## src/rtl/switch_pkg.sv

```systemverilog
// Shared types, field positions and small helpers for the switch output arbiter.
package switch_pkg;

    localparam int        N_PORTS   = 3;
    localparam logic [1:0] DST_DROP = 2'd0;
    localparam int        DST_MSB   = 7;
    localparam int        DST_LSB   = 6;
    localparam int        PAYLOAD_W = 6;

    typedef logic [1:0] port_idx_t;

    function automatic port_idx_t inc_mod3(input port_idx_t p);
        case (p)
            2'd0:    return 2'd1;
            2'd1:    return 2'd2;
            default: return 2'd0;
        endcase
    endfunction

    function automatic port_idx_t dst_of(input logic [7:0] b);
        return b[DST_MSB:DST_LSB];
    endfunction

endpackage

```

## src/rtl/switch_output_arbiter_if.sv

```systemverilog
// Ingress FIFO heads, pop strobes and output RAM write ports of the arbiter.
interface switch_output_arbiter_if #(parameter int AW = 4);

    logic          empty1, empty2, empty3;
    logic [7:0]    q1, q2, q3;
    logic          rdreq1, rdreq2, rdreq3;
    logic [2:0]    drain;
    logic [2:0]    ram_we;
    logic [AW-1:0] ram_addr1, ram_addr2, ram_addr3;
    logic [7:0]    ram_data1, ram_data2, ram_data3;
    logic [AW:0]   occ1, occ2, occ3;
    logic [7:0]    drop_count;

    modport master (
        output empty1, empty2, empty3, q1, q2, q3, drain,
        input  rdreq1, rdreq2, rdreq3, ram_we,
        input  ram_addr1, ram_addr2, ram_addr3,
        input  ram_data1, ram_data2, ram_data3,
        input  occ1, occ2, occ3, drop_count
    );

    modport slave (
        input  empty1, empty2, empty3, q1, q2, q3, drain,
        output rdreq1, rdreq2, rdreq3, ram_we,
        output ram_addr1, ram_addr2, ram_addr3,
        output ram_data1, ram_data2, ram_data3,
        output occ1, occ2, occ3, drop_count
    );

endinterface

```

## src/rtl/switch_output_arbiter_rr_arbiter3.sv

```systemverilog
// Three-way round-robin arbiter: combinational one-hot grant, pointer moves past the winner.
module rr_arbiter3
    import switch_pkg::*;
(
    input  logic       clk,
    input  logic       reset,
    input  logic [2:0] i_req,
    output logic [2:0] o_grant
);

    port_idx_t r_ptr;
    port_idx_t w_i0, w_i1, w_i2, w_gidx;
    logic      w_any;

    assign w_i0 = r_ptr;
    assign w_i1 = inc_mod3(w_i0);
    assign w_i2 = inc_mod3(w_i1);

    // first requester found scanning from the pointer
    always_comb begin
        w_gidx  = r_ptr;
        w_any   = 1'b0;
        o_grant = 3'b000;
        if (i_req[w_i0]) begin
            w_gidx = w_i0;
            w_any  = 1'b1;
        end else if (i_req[w_i1]) begin
            w_gidx = w_i1;
            w_any  = 1'b1;
        end else if (i_req[w_i2]) begin
            w_gidx = w_i2;
            w_any  = 1'b1;
        end else begin
            w_any  = 1'b0;
        end
        if (w_any) begin
            o_grant[w_gidx] = 1'b1;
        end else begin
            o_grant = 3'b000;
        end
    end

    // pointer update
    always_ff @(posedge clk) begin
        if (!reset) begin
            r_ptr <= 2'd0;
        end else if (w_any) begin
            r_ptr <= inc_mod3(w_gidx);
        end else begin
            r_ptr <= r_ptr;
        end
    end

endmodule

```

## src/rtl/switch_output_arbiter.sv

```systemverilog
// Routes ingress FIFO heads to three output buffer RAMs with per-port
// round-robin arbitration, credit-tracked occupancy and a registered write stage.
module switch_output_arbiter
    import switch_pkg::*;
#(
    parameter int DEPTH = 16,
    parameter int AW    = 4
)
(
    input  logic                     clk,
    input  logic                     reset,
    switch_output_arbiter_if.slave   bus
);

    localparam logic [AW:0] OCC_FULL = (AW+1)'(DEPTH);

    logic [7:0]         w_q       [N_PORTS];
    logic [N_PORTS-1:0] w_valid, w_drop, w_gnt_in, w_gnt_any, w_elig;
    logic [N_PORTS-1:0] w_req     [N_PORTS];
    logic [N_PORTS-1:0] w_req_g   [N_PORTS];
    logic [N_PORTS-1:0] w_gnt     [N_PORTS];
    logic [7:0]         w_wdata   [N_PORTS];
    logic [AW:0]        w_occ_nxt [N_PORTS];
    logic [8:0]         w_drop_sum;
    logic [7:0]         w_drop_nxt;

    logic [2:0]         r_we;
    logic [AW-1:0]      r_addr    [N_PORTS];
    logic [AW-1:0]      r_wptr    [N_PORTS];
    logic [7:0]         r_data    [N_PORTS];
    logic [AW:0]        r_occ     [N_PORTS];
    logic [7:0]         r_drop_cnt;

    assign w_q[0]  = bus.q1;
    assign w_q[1]  = bus.q2;
    assign w_q[2]  = bus.q3;
    assign w_valid = {~bus.empty3, ~bus.empty2, ~bus.empty1};

    // decode destinations, drops and per-port eligibility; w_req[j] is the request vector of port j+1
    always_comb begin
        w_drop = 3'b000;
        w_elig = 3'b000;
        for (int j = 0; j < N_PORTS; j++) begin
            for (int i = 0; i < N_PORTS; i++) begin
                w_req[j][i] = w_valid[i] && (dst_of(w_q[i]) == port_idx_t'(j + 1));
            end
            w_elig[j]   = (r_occ[j] < OCC_FULL) || ((r_occ[j] == OCC_FULL) && bus.drain[j]);
            w_req_g[j]  = (reset && w_elig[j]) ? w_req[j] : 3'b000;
        end
        for (int i = 0; i < N_PORTS; i++) begin
            w_drop[i] = w_valid[i] && (dst_of(w_q[i]) == DST_DROP);
        end
    end

    for (genvar g = 0; g < N_PORTS; g++) begin : g_arb
        rr_arbiter3 u_arb (
            .clk     (clk),
            .reset   (reset),
            .i_req   (w_req_g[g]),
            .o_grant (w_gnt[g])
        );
    end

    // merge grants, build write words and next occupancy/drop count
    always_comb begin
        w_gnt_in = 3'b000;
        for (int j = 0; j < N_PORTS; j++) begin
            w_gnt_in     = w_gnt_in | w_gnt[j];
            w_gnt_any[j] = |w_gnt[j];
            w_wdata[j]   = 8'h00;
            for (int i = 0; i < N_PORTS; i++) begin
                w_wdata[j] = w_wdata[j] |
                    ({8{w_gnt[j][i]}} & {port_idx_t'(i + 1), w_q[i][PAYLOAD_W-1:0]});
            end
            case ({w_gnt_any[j], bus.drain[j]})
                2'b10:   w_occ_nxt[j] = r_occ[j] + (AW+1)'(1);
                2'b01:   w_occ_nxt[j] = (r_occ[j] == '0) ? r_occ[j] : r_occ[j] - (AW+1)'(1);
                default: w_occ_nxt[j] = r_occ[j];
            endcase
        end
        w_drop_sum = {1'b0, r_drop_cnt} + {8'h00, w_drop[0]} + {8'h00, w_drop[1]} + {8'h00, w_drop[2]};
        w_drop_nxt = (w_drop_sum > 9'd255) ? 8'hFF : w_drop_sum[7:0];
    end

    assign bus.rdreq1 = reset & (w_gnt_in[0] | w_drop[0]);
    assign bus.rdreq2 = reset & (w_gnt_in[1] | w_drop[1]);
    assign bus.rdreq3 = reset & (w_gnt_in[2] | w_drop[2]);

    // registered write stage, occupancy counters and drop counter
    always_ff @(posedge clk) begin
        if (!reset) begin
            r_we       <= 3'b000;
            r_drop_cnt <= 8'h00;
            for (int j = 0; j < N_PORTS; j++) begin
                r_addr[j] <= '0;
                r_wptr[j] <= '0;
                r_data[j] <= 8'h00;
                r_occ[j]  <= '0;
            end
        end else begin
            r_we       <= w_gnt_any;
            r_drop_cnt <= w_drop_nxt;
            for (int j = 0; j < N_PORTS; j++) begin
                r_occ[j] <= w_occ_nxt[j];
                if (w_gnt_any[j]) begin
                    r_addr[j] <= r_wptr[j];
                    r_data[j] <= w_wdata[j];
                    r_wptr[j] <= r_wptr[j] + AW'(1);
                end else begin
                    r_addr[j] <= r_addr[j];
                    r_data[j] <= r_data[j];
                    r_wptr[j] <= r_wptr[j];
                end
            end
        end
    end

    assign bus.ram_we     = r_we;
    assign bus.ram_addr1  = r_addr[0];
    assign bus.ram_addr2  = r_addr[1];
    assign bus.ram_addr3  = r_addr[2];
    assign bus.ram_data1  = r_data[0];
    assign bus.ram_data2  = r_data[1];
    assign bus.ram_data3  = r_data[2];
    assign bus.occ1       = r_occ[0];
    assign bus.occ2       = r_occ[1];
    assign bus.occ3       = r_occ[2];
    assign bus.drop_count = r_drop_cnt;

endmodule

```

## src/flat_wrapper.sv

```systemverilog
// flat-port wrapper written by rule: the top's interface ports become plain ports
module switch_output_arbiter_flat import switch_pkg::*;
#(
    parameter int DEPTH = 16,
    parameter int AW    = 4
)
  (clk, reset, bus_empty1, bus_empty2, bus_empty3, bus_q1, bus_q2, bus_q3, bus_drain, bus_rdreq1, bus_rdreq2, bus_rdreq3, bus_ram_we, bus_ram_addr1, bus_ram_addr2, bus_ram_addr3, bus_ram_data1, bus_ram_data2, bus_ram_data3, bus_occ1, bus_occ2, bus_occ3, bus_drop_count);
  switch_output_arbiter_if #(.AW(AW)) bus_i ();
  input  logic clk;
  input  logic reset;
  input wire logic [$bits(bus_i.empty1)-1:0] bus_empty1;
  input wire logic [$bits(bus_i.empty2)-1:0] bus_empty2;
  input wire logic [$bits(bus_i.empty3)-1:0] bus_empty3;
  input wire logic [$bits(bus_i.q1)-1:0] bus_q1;
  input wire logic [$bits(bus_i.q2)-1:0] bus_q2;
  input wire logic [$bits(bus_i.q3)-1:0] bus_q3;
  input wire logic [$bits(bus_i.drain)-1:0] bus_drain;
  output wire logic [$bits(bus_i.rdreq1)-1:0] bus_rdreq1;
  output wire logic [$bits(bus_i.rdreq2)-1:0] bus_rdreq2;
  output wire logic [$bits(bus_i.rdreq3)-1:0] bus_rdreq3;
  output wire logic [$bits(bus_i.ram_we)-1:0] bus_ram_we;
  output wire logic [$bits(bus_i.ram_addr1)-1:0] bus_ram_addr1;
  output wire logic [$bits(bus_i.ram_addr2)-1:0] bus_ram_addr2;
  output wire logic [$bits(bus_i.ram_addr3)-1:0] bus_ram_addr3;
  output wire logic [$bits(bus_i.ram_data1)-1:0] bus_ram_data1;
  output wire logic [$bits(bus_i.ram_data2)-1:0] bus_ram_data2;
  output wire logic [$bits(bus_i.ram_data3)-1:0] bus_ram_data3;
  output wire logic [$bits(bus_i.occ1)-1:0] bus_occ1;
  output wire logic [$bits(bus_i.occ2)-1:0] bus_occ2;
  output wire logic [$bits(bus_i.occ3)-1:0] bus_occ3;
  output wire logic [$bits(bus_i.drop_count)-1:0] bus_drop_count;
  assign bus_i.empty1 = bus_empty1;
  assign bus_i.empty2 = bus_empty2;
  assign bus_i.empty3 = bus_empty3;
  assign bus_i.q1 = bus_q1;
  assign bus_i.q2 = bus_q2;
  assign bus_i.q3 = bus_q3;
  assign bus_i.drain = bus_drain;
  assign bus_rdreq1 = bus_i.rdreq1;
  assign bus_rdreq2 = bus_i.rdreq2;
  assign bus_rdreq3 = bus_i.rdreq3;
  assign bus_ram_we = bus_i.ram_we;
  assign bus_ram_addr1 = bus_i.ram_addr1;
  assign bus_ram_addr2 = bus_i.ram_addr2;
  assign bus_ram_addr3 = bus_i.ram_addr3;
  assign bus_ram_data1 = bus_i.ram_data1;
  assign bus_ram_data2 = bus_i.ram_data2;
  assign bus_ram_data3 = bus_i.ram_data3;
  assign bus_occ1 = bus_i.occ1;
  assign bus_occ2 = bus_i.occ2;
  assign bus_occ3 = bus_i.occ3;
  assign bus_drop_count = bus_i.drop_count;
  switch_output_arbiter #(.DEPTH(DEPTH), .AW(AW)) u_core (.clk(clk), .reset(reset), .bus(bus_i));
endmodule
```

## config.mk

```make
export PLATFORM = sky130hd
export DESIGN_NAME = switch_output_arbiter_flat
export DESIGN_NICKNAME = d
export VERILOG_FILES = /design/src/rtl/switch_pkg.sv /design/src/rtl/switch_output_arbiter_if.sv /design/src/rtl/switch_output_arbiter_rr_arbiter3.sv /design/src/rtl/switch_output_arbiter.sv /design/src/flat_wrapper.sv
export SDC_FILE = /design/constraint.sdc
export NUM_CORES = 1
export LEC_CHECK = 0
export CAP_MARGIN = 40
export CORE_UTILIZATION = 25
export DETAILED_ROUTE_END_ITERATION = 10
export GPL_ROUTABILITY_DRIVEN = 0
export PLACE_DENSITY_LB_ADDON = 0.2
export SYNTH_ARGS = -nofsm -noshare
export SYNTH_HDL_FRONTEND = slang
export SYNTH_HIERARCHICAL = 1
export SYNTH_SLANG_ARGS = --single-unit
export TNS_END_PERCENT = 100
```

## constraint.sdc

```tcl
create_clock -name clk -period 4.3 [get_ports clk]
set_clock_uncertainty 0.15 [all_clocks]
set_input_delay 0.86 -clock clk [delete_from_list [all_inputs] [get_ports clk]]
set_output_delay 0.86 -clock clk [all_outputs]
set_load 0.02 [all_outputs]
```

# --- Word level (Yosys, flattened, before mapping) ---
# Memories as Yosys holds them, arrays and structs flattened.
# Cells that the tools add are included.
# Widths: inputs -> output; s select.
totals:
  register_bits: 17
  mem_bits_rw: 63
  out_inout_bits: 65
  n_memories: 4
mem_list:
  columns: ["memory", "words", "width", "rd", "rd_clocked_by_memory_dff", "wr", "line", "text"]
  rows:
  - ["u_core.r_data", 3, 8, 3, 0, 3, "switch_output_arbiter.sv:30", "logic [7:0] r_data [N_PORTS];"]
  - ["u_core.r_occ", 3, 5, 3, 0, 3, "switch_output_arbiter.sv:31", "logic [AW:0] r_occ [N_PORTS];"]
  - ["u_core.r_addr", 3, 4, 3, 0, 3, "switch_output_arbiter.sv:28", "logic [AW-1:0] r_addr [N_PORTS];"]
  - ["u_core.r_wptr", 3, 4, 3, 0, 3, "switch_output_arbiter.sv:29", "logic [AW-1:0] r_wptr [N_PORTS];"]
op_classes:
  n_addsub: 12
  n_lt_le_gt_ge: 19
  n_eq_ne: 27
  muxes: 105
  bitwise: 47
  reduce_logical: 42
ops:
  columns: ["operator", "count"]
  rows:
  - ["$mux 8", 7]
  - ["$and 8x8->8", 6]
  - ["$mux 4", 12]
  - ["$or 8x8->8", 6]
  - ["$mux 1", 41]
  - ["$lt 2x3->1 const B", 12]
  - ["$pmux 2 s2", 9]
  - ["$eq 2x1->1 const B", 15]
  - ["$mux 5", 6]
  - ["$pmux 5 s2", 3]
  - ["$and 8x7->8", 3]
  - ["$logic_not 2->1", 12]
  - ["$or 1x1->1", 24]
  - ["$logic_and 1x1->1", 21]
  - ["$add 9x1->9", 2]
  - ["$bmux 1 s2", 9]
  - ["$eq 2x2->1 const B", 9]
  - ["$mux 2", 9]
  - ["$mux 3", 6]
  - ["$add 5x1->5 const B", 3]
  - ["$eq 5x5->1 const B", 3]
  - ["$logic_not 5->1", 3]
  - ["$lt 5x5->1 const B", 3]
  - ["$sub 5x1->5 const B", 3]
  - ["10 further kinds", 25]

# --- Logic depth before layout (Yosys ltp) ---
# Gate-level depths: netlist (run 1).
depth:
  word_depth: 21
  ltp_mapped: 18
  ltp_nobuf: 17

# --- Modules after synthesis ---
# The synthesis (run 1) kept the hierarchy.
by_module_without_submodules:
  columns: ["mod", "n_inst", "cells_per_inst", "area_each_um2", "seq_area_each_um2"]
  rows:
  - ["switch_output_arbiter", 1, 351, 3839.9, 1961.9]
  - ["rr_arbiter3", 3, 19, 150.1, 40.0]

# --- Worst setup path after synthesis (run 1) ---
# OpenSTA, ideal clock, no wires.
synth_timing:
  path_kind: "input port to flip-flop"
  from: "input port reset"
  to: "memory u_core/r_occ[0][4] (netlist bit)"
  setup_time_ns: 0.075
  t_arrival_ns: 3.645
  setup_slack_ns: 0.431
  stages: 15
  n_path_buf: 2
  cell_sequence: "clkbuf_1 > nand2_1 > nor4b_1 > nand2b_1 > a2bb2oi_1 > nor2b_1 > buf_2 > nor3_4 > nand2_1 > fa_1 > nor2b_1 > o21ai_0 > nand2b_1 > mux2_2 > o22ai_1"
synth_lines:
  columns: ["element", "line", "text"]
  rows:
  - ["start: declaration", "flat_wrapper.sv:10", "input logic reset;"]
  - ["end: declaration", "switch_output_arbiter.sv:31", null]

==> flow_metrics.py, run 1 <==
metrics = {
    "grt": {
        "grt_usage_pct": 14.1,
        "grtUsageMet2_pct": 23.0,
        "antenna_found_initial": 0,
        "grt_max_degree": 41,
        "use_met1_pct": 18.2,
        "grt_pass1_wl_um": 19100,
        "grt_remaining_overflow": 0,
        "gr-usage-met3_pct": 3.14,
        "busiest_layer": "met2",
        "first_global_vias": 3593,
    },
    "clock_tree": {
        "cts.htree.levels": 3,
        "cts_root_buf": "clkbuf_16",
        "cts_max_path_buffers": 2,
        "clk_pin_slew_worst_paths_ns": 0.06,
        "cts_sinks": 80,
        "numCtsBuffers": 9,
        "ctsHoldBuffers": 0,
        "clock_latency_ns": 0.34,
        "cts_tree": "done",
    },
    "setup_path": {
        "cp_max_fo": 5,
        "end_kind": "output pin",
        "cp.arrival_ns": 3.10,
        "start_kind": "primary input",
        "required_ns": 3.29,
        "path_class": "primary input to output pin",
        "r2r-start": "u_core/r_occ[0][0]",
        "crit_start": "bus_drain[0]",
        "r2r_cells": 18,
    },
    "detailed_routing": {
        "post_drt_wl_per_cell_um": 15.5,
        "dr.pass1.iters": 7,
        "drt_wl_total_um": 11900,
        "drcViolationCount": 0,
        "vias": 3525,
        "vias_per_cell": 4.60,
        "antenna_left": 0,
        "drt-initial-drc-count": 318,
    },
    "power_and_ir_drop": {
        "total_power_mw": 3.15,
        "powerDensity_nw_per_um2": 511,
        "ir_drop_mv": 0.246,
        "power.leakage_nw": 2.41,
    },
    "floorplanning": {
        "start_util_pct": 25.8,
        "fp.dieW_um": 133,
        "rows": 47,
        "die_h_um": 133,
        "core-area_um2": 16600,
        "io_pins": 97,
        "die_area_um2": 17700,
    },
    "synthesis": {
        "synth_seq_cells": 80,
        "synth_edf_count": 48,
        "synth.cell_area_um2": 4290,
        "synth.largest_area_cell": "edfxtp_1",
        "seq_area_frac_synth_pct": 48.5,
        "synth.distinct_cells": 50,
        "synthFlopType": "edfxtp_1",
        "synth_cells": 408,
        "async_reset_ff_share_pct": 0,
        "synthTopCellsByArea": "edfxtp_1 34%, dfxtp_1 15%, nor2_1 5.9%",
        "postSynthAreaPerCell_um2": 10.5,
        "synth_top_area_share_pct": 33.6,
        "synth_fp_nets": 459,
        "synth-warning-count": 6,
    },
    "sta": {
        "worst_pin_slew_ns": 0.521,
        "holdWs_ns": 0.376,
        "slew_violations": 0,
        "rsz0062_at_grt": "no",
        "report.final.hold_viol_count": 0,
        "clock.fmax_ghz": 0.244,
        "setup_viol": 0,
        "finalCritPeriodShare_pct": 95.5,
        "fin_crit_ns": 4.11,
        "slew_headroom_pct": 65.0,
    },
    "job": {
        "maxCapViolCount": 0,
    },
    "outcome": {
        "status": "complete, no violations",
    },
    "final_layout": {
        "drive_above_1_share_pct": 17.6,
        "most-common-layout-cells": "93 x clkdlybuf4s50_1, 67 x nor2_1, 48 x edfxtp_1, 45 x buf_4, 32 x dfxtp_1",
        "final_nets": 593,
        "mostFrequentLayoutCell": "clkdlybuf4s50_1",
        "antenna_cells": 0,
        "syn_to_final_growth_pct": 43.5,
    },
    "worst_hold_path": {
        "hp-class": "flip-flop to flip-flop",
        "min_path_cells": 2,
        "hp-start": "u_core/r_occ[0][9]",
    },
    "placed_design": {
        "place_hpwl_um": 8780,
        "port_buffers": 96,
    },
}
-- final cells by class --
cell class                      instances  area (µm²)
Tap cell                              220         275
Multi-Input combinational cell        286        2080
Timing Repair Buffer                  141        1290
Clock buffer                           10         229
Clock inverter                          6         108
Inverter                               24        90.1
Sequential cell                        80        2080
Fill cell                            1632       10500
-- logic make-up (layout without fill, tap and decap cells) --
kind of cell / Yosys count / count (layout) / share of synthesized area [%]
buffers and inverters: 42 / 181 / 4.14
AO/OA/AOI/OAI: 64 / 64 / 11.4
AND/OR/NAND/NOR: 173 / 173 / 23.0
XOR/XNOR: 17 / 17 / 3.47
flip-flops: 80 / 80 / 48.5
adder cells (fa/ha/maj): 19 / 19 / 6.42
multiplexers: 13 / 13 / 3.12
-- synthesized netlist by cell type, types with 5 or more instances --
library cell  number
a21oi_1           14
a222oi_1          18
and2_1            17
and3_1             5
buf_2              7
clkbuf_1           6
dfxtp_1           32
edfxtp_1          48
fa_1               5
ha_1              14
inv_1             22
mux2i_1           10
nand2_1           21
nand2b_1          10
nand3_1            5
nand3b_1           5
nor2_1            67
nor2b_1            6
nor3_1             5
nor3b_1            5
nor3b_2            6
o21ai_0           10
xnor2_1           11
xor2_1             6
-- stage by stage --
stage                     setup TNS, ns  std cells  setup WS [ns]  utilization, %  area [µm²]
after global routing                  0        767         0.0113            37.0        6160
final                                 0        767          0.194            37.0        6160
after floorplan                       0        408          0.431               -        4290
after CTS                             0        767         0.0725            36.8        6120
after detailed placement          -1.06        751         -0.264            34.7        5780
after global placement           -0.418        751         -0.149            34.7        5780
-- repair_timing --
action	CTS	global route
setup endpoints to repair	3	6
resized for setup	6	8
hold endpoints to repair	0	0
buffers inserted	0	0
-- flip-flops by register name, indices dropped and copies added, names as in the netlist --
name / count
u_core/r_wptr: 12
u_core/r_data: 24
u_core/bus.drop_count: 8
u_core/g_arb.u_arb/r_ptr: 6
u_core/bus.ram_we: 3
u_core/r_addr: 12
u_core/r_occ: 15
-- critical path, stage by stage --
cell	delay, ns
clkdlybuf4s50_1	0.50
nand2_1	0.07
nand2_1	0.09
nand2_1	0.11
nor4b_2	0.26
buf_4	0.18
nand2b_1	0.09
a2bb2oi_1	0.17
nor2b_1	0.09
nor3_2	0.23
a21oi_1	0.10
dlygate4sd2_1	0.33
-- per-layer routing --
layer  wire, µm  share of wire [%]
met4        121                1.0
met5          0                  0
met2       5620                 47
met3        669                5.6
met1       5480                 46
-- power breakdown --
part	internal [mW]	switching [mW]	leakage, nW	total, mW
Combinational	0.611	0.572	1.48	1.18
Sequential	0.953	0.131	0.763	1.08
Clock	0.565	0.313	0.160	0.878
-- path summary, 6_finish.rpt --
path | to | slack [ns]
worst max-delay path | bus_rdreq3 | 0.19
worst min register to register | u_core/r_occ[0][9] | 0.38
worst min-delay path | u_core/r_occ[0][9] | 0.38
worst max register to register | u_core/r_occ[0][4] | 0.56
No activity file was read; power rests on OpenSTA's default activity.
==> inputs of run 2 (changes only) <==
--- a/config.mk
+++ b/config.mk
@@ -6,7 +6,7 @@
 export NUM_CORES = 1
 export LEC_CHECK = 0
 export CAP_MARGIN = 40
-export CORE_UTILIZATION = 25
+export CORE_UTILIZATION = 45
 export DETAILED_ROUTE_END_ITERATION = 10
 export GPL_ROUTABILITY_DRIVEN = 0
 export PLACE_DENSITY_LB_ADDON = 0.2
@@ -14,4 +14,4 @@
 export SYNTH_HDL_FRONTEND = slang
 export SYNTH_HIERARCHICAL = 1
 export SYNTH_SLANG_ARGS = --single-unit
-export TNS_END_PERCENT = 100
+export TNS_END_PERCENT = 30
==> run 2 against run 1 <==
Compared with the run above:
- critical path depth unchanged
- non-clock buffer count up 9
- cell area down 3.3%
- sequential power about the same
- total power down 11%
- critical path type unchanged
- critical endpoint is now bus_rdreq2
- largest power group unchanged
- highest routed layer unchanged
==> flow_metrics.py, run 2 (synthesized netlist as in run 1, its figures left out) <==
metrics = {
    "outcome": {
        "status": "complete, no violations",
    },
    "floorplanning": {
        "io_pins": 97,
        "die_h_um": 99.6,
        "core-area_um2": 9240,
        "start_util_pct": 46.4,
        "die_area_um2": 9930,
        "fp.dieW_um": 99.6,
        "rows": 35,
    },
    "sta": {
        "clock.fmax_ghz": 0.241,
        "worst_pin_slew_ns": 0.457,
        "slew_headroom_pct": 69.5,
        "rsz0062_at_grt": "no",
        "report.final.hold_viol_count": 0,
        "slew_violations": 0,
        "setup_viol": 0,
        "finalCritPeriodShare_pct": 96.3,
        "fin_crit_ns": 4.14,
    },
    "setup_path": {
        "path_class": "primary input to output pin",
        "start_kind": "primary input",
        "cp.arrival_ns": 3.13,
        "required_ns": 3.29,
        "cp_max_fo": 4,
        "end_kind": "output pin",
    },
    "final_layout": {
        "mostFrequentLayoutCell": "clkdlybuf4s50_1",
        "drive_above_1_share_pct": 18.0,
        "largestRegisters": "u_core/r_data (24), u_core/r_occ (15)",
        "fill_cells": 761,
        "syn_to_final_growth_pct": 38.8,
        "multi_input_area_um2": 2050,
        "seqCellArea_um2": 2080,
        "final_nets": 602,
        "largest-register": "u_core/r_data",
        "antenna_cells": 0,
        "largest_reg_flops": 24,
        "fin_area_um2": 5960,
        "most-common-layout-cells": "93 x clkdlybuf4s50_1, 67 x nor2_1, 52 x buf_4, 48 x edfxtp_1, 32 x dfxtp_1",
    },
    "detailed_routing": {
        "drt-initial-drc-count": 200,
        "drt_wl_total_um": 10500,
        "drcViolationCount": 0,
        "antenna_left": 0,
        "vias": 3613,
        "post_drt_wl_per_cell_um": 15.3,
        "vias_per_cell": 5.27,
        "dr.pass1.iters": 5,
    },
    "clock_tree": {
        "clk_pin_slew_worst_paths_ns": 0.08,
        "cts_sinks": 80,
        "cts_max_path_buffers": 2,
        "clock_latency_ns": 0.36,
        "numCtsBuffers": 9,
        "cts_root_buf": "clkbuf_8",
        "cts.htree.levels": 3,
        "cts_tree": "done",
        "ctsHoldBuffers": 0,
    },
    "job": {
        "maxCapViolCount": 0,
    },
    "placed_design": {
        "port_buffers": 96,
        "place_hpwl_um": 7840,
        "placed_area_um2": 5760,
    },
    "power_and_ir_drop": {
        "power.share.sequential_pct": 38.6,
        "power.leakage_nw": 2.38,
        "powerDensity_nw_per_um2": 470,
        "total_power_mw": 2.80,
        "p_sw_mw": 1.01,
        "combinationalPowerShare_pct": 42.6,
        "ir_drop_mv": 0.232,
        "swShare_pct": 35.9,
        "p_int_mw": 1.79,
        "clock_power_share_pct": 18.8,
    },
    "grt": {
        "grt_pass1_wl_um": 16900,
        "first_global_vias": 3626,
        "grt_usage_pct": 22.0,
        "antenna_found_initial": 0,
        "grt_max_degree": 44,
        "grt_remaining_overflow": 0,
    },
    "worst_hold_path": {
        "hp-class": "flip-flop to flip-flop",
    },
}
-- run 2: worst paths after layout --
path                      start            endpoint  slack, ns  depth (start not counted)
max                bus_drain[0]          bus_rdreq2       0.16                         12
min          u_core/r_occ[0][9]  u_core/r_occ[0][9]       0.38                          2
max reg2reg  u_core/r_occ[0][0]  u_core/r_occ[0][4]       0.55                         18
min reg2reg  u_core/r_occ[0][9]  u_core/r_occ[0][9]       0.38                          2
-- run 2: critical path, cell delays in order --
cell and delay [ns]:
clkdlybuf4s50_1 0.54, nand2_1 0.07, nand2_1 0.10, nand2_1 0.12, nor4_1 0.21, buf_4 0.18, nand3b_1 0.11, nand3_2 0.11
nor2_1 0.08, nor4_1 0.35, nor2_1 0.07, dlygate4sd2_1 0.33
-- run 2: power groups by stage --
stage                     Sequential, mW  Clock (mW)  Combinational, mW
after floorplan                     1.20           0              0.604
after global placement              1.09           0               1.17
after detailed placement            1.10           0               1.19
after CTS                           1.08       0.545               1.20
after global routing                1.10       0.577               1.29
final                               1.08       0.526               1.19
-- run 2: area by class of cell --
| type | count | share of cell area, % |
|---|---|---|
| timing repair buffer | 150 | 23.3 |
| clock buffer | 9 | 2.08 |
| sequential | 80 | 35.0 |
| tap | 129 | 2.71 |
| clock inverter | 7 | 1.05 |
| multi-input combinational | 286 | 34.4 |
| inverter | 24 | 1.51 |
-- run 2: through the flow --
| stage | utilization (%) | setup WS (ns) | hold WS [ns] | TNS, ns | instances |
|---|---|---|---|---|---|
| after floorplan | - | 0.431 | 0.397 | 0 | 408 |
| after global placement | 62.3 | -0.103 | 0.362 | -0.199 | 669 |
| after CTS | 64.3 | 0.149 | 0.385 | 0 | 685 |
| final | 64.5 | 0.159 | 0.382 | 0 | 685 |
| after global routing | 64.5 | 0.00560 | 0.410 | 0 | 685 |
| after detailed placement | 62.3 | -0.186 | 0.370 | -0.443 | 669 |
-- run 2: metal layers --
metal | share of wire [%] | wire [µm] | up-vias | GRT usage [%]
met5 | 0 | 0 | - | 0
met1 | 42 | 4430 | 1717 | 26.0
met3 | 5.0 | 527 | 20 | 4.29
li1 | - | - | 1756 | -
met4 | 2.4 | 248 | 0 | 10.7
met2 | 50 | 5250 | 120 | 38.4
-- run 2: timing repair --
item / 4_1_cts / 5_1_grt
setup buffers: 0 / 0
gates cloned: 0 / 0
endpoints found under the setup margin: 3 / 3
resized for setup: 4 / 2
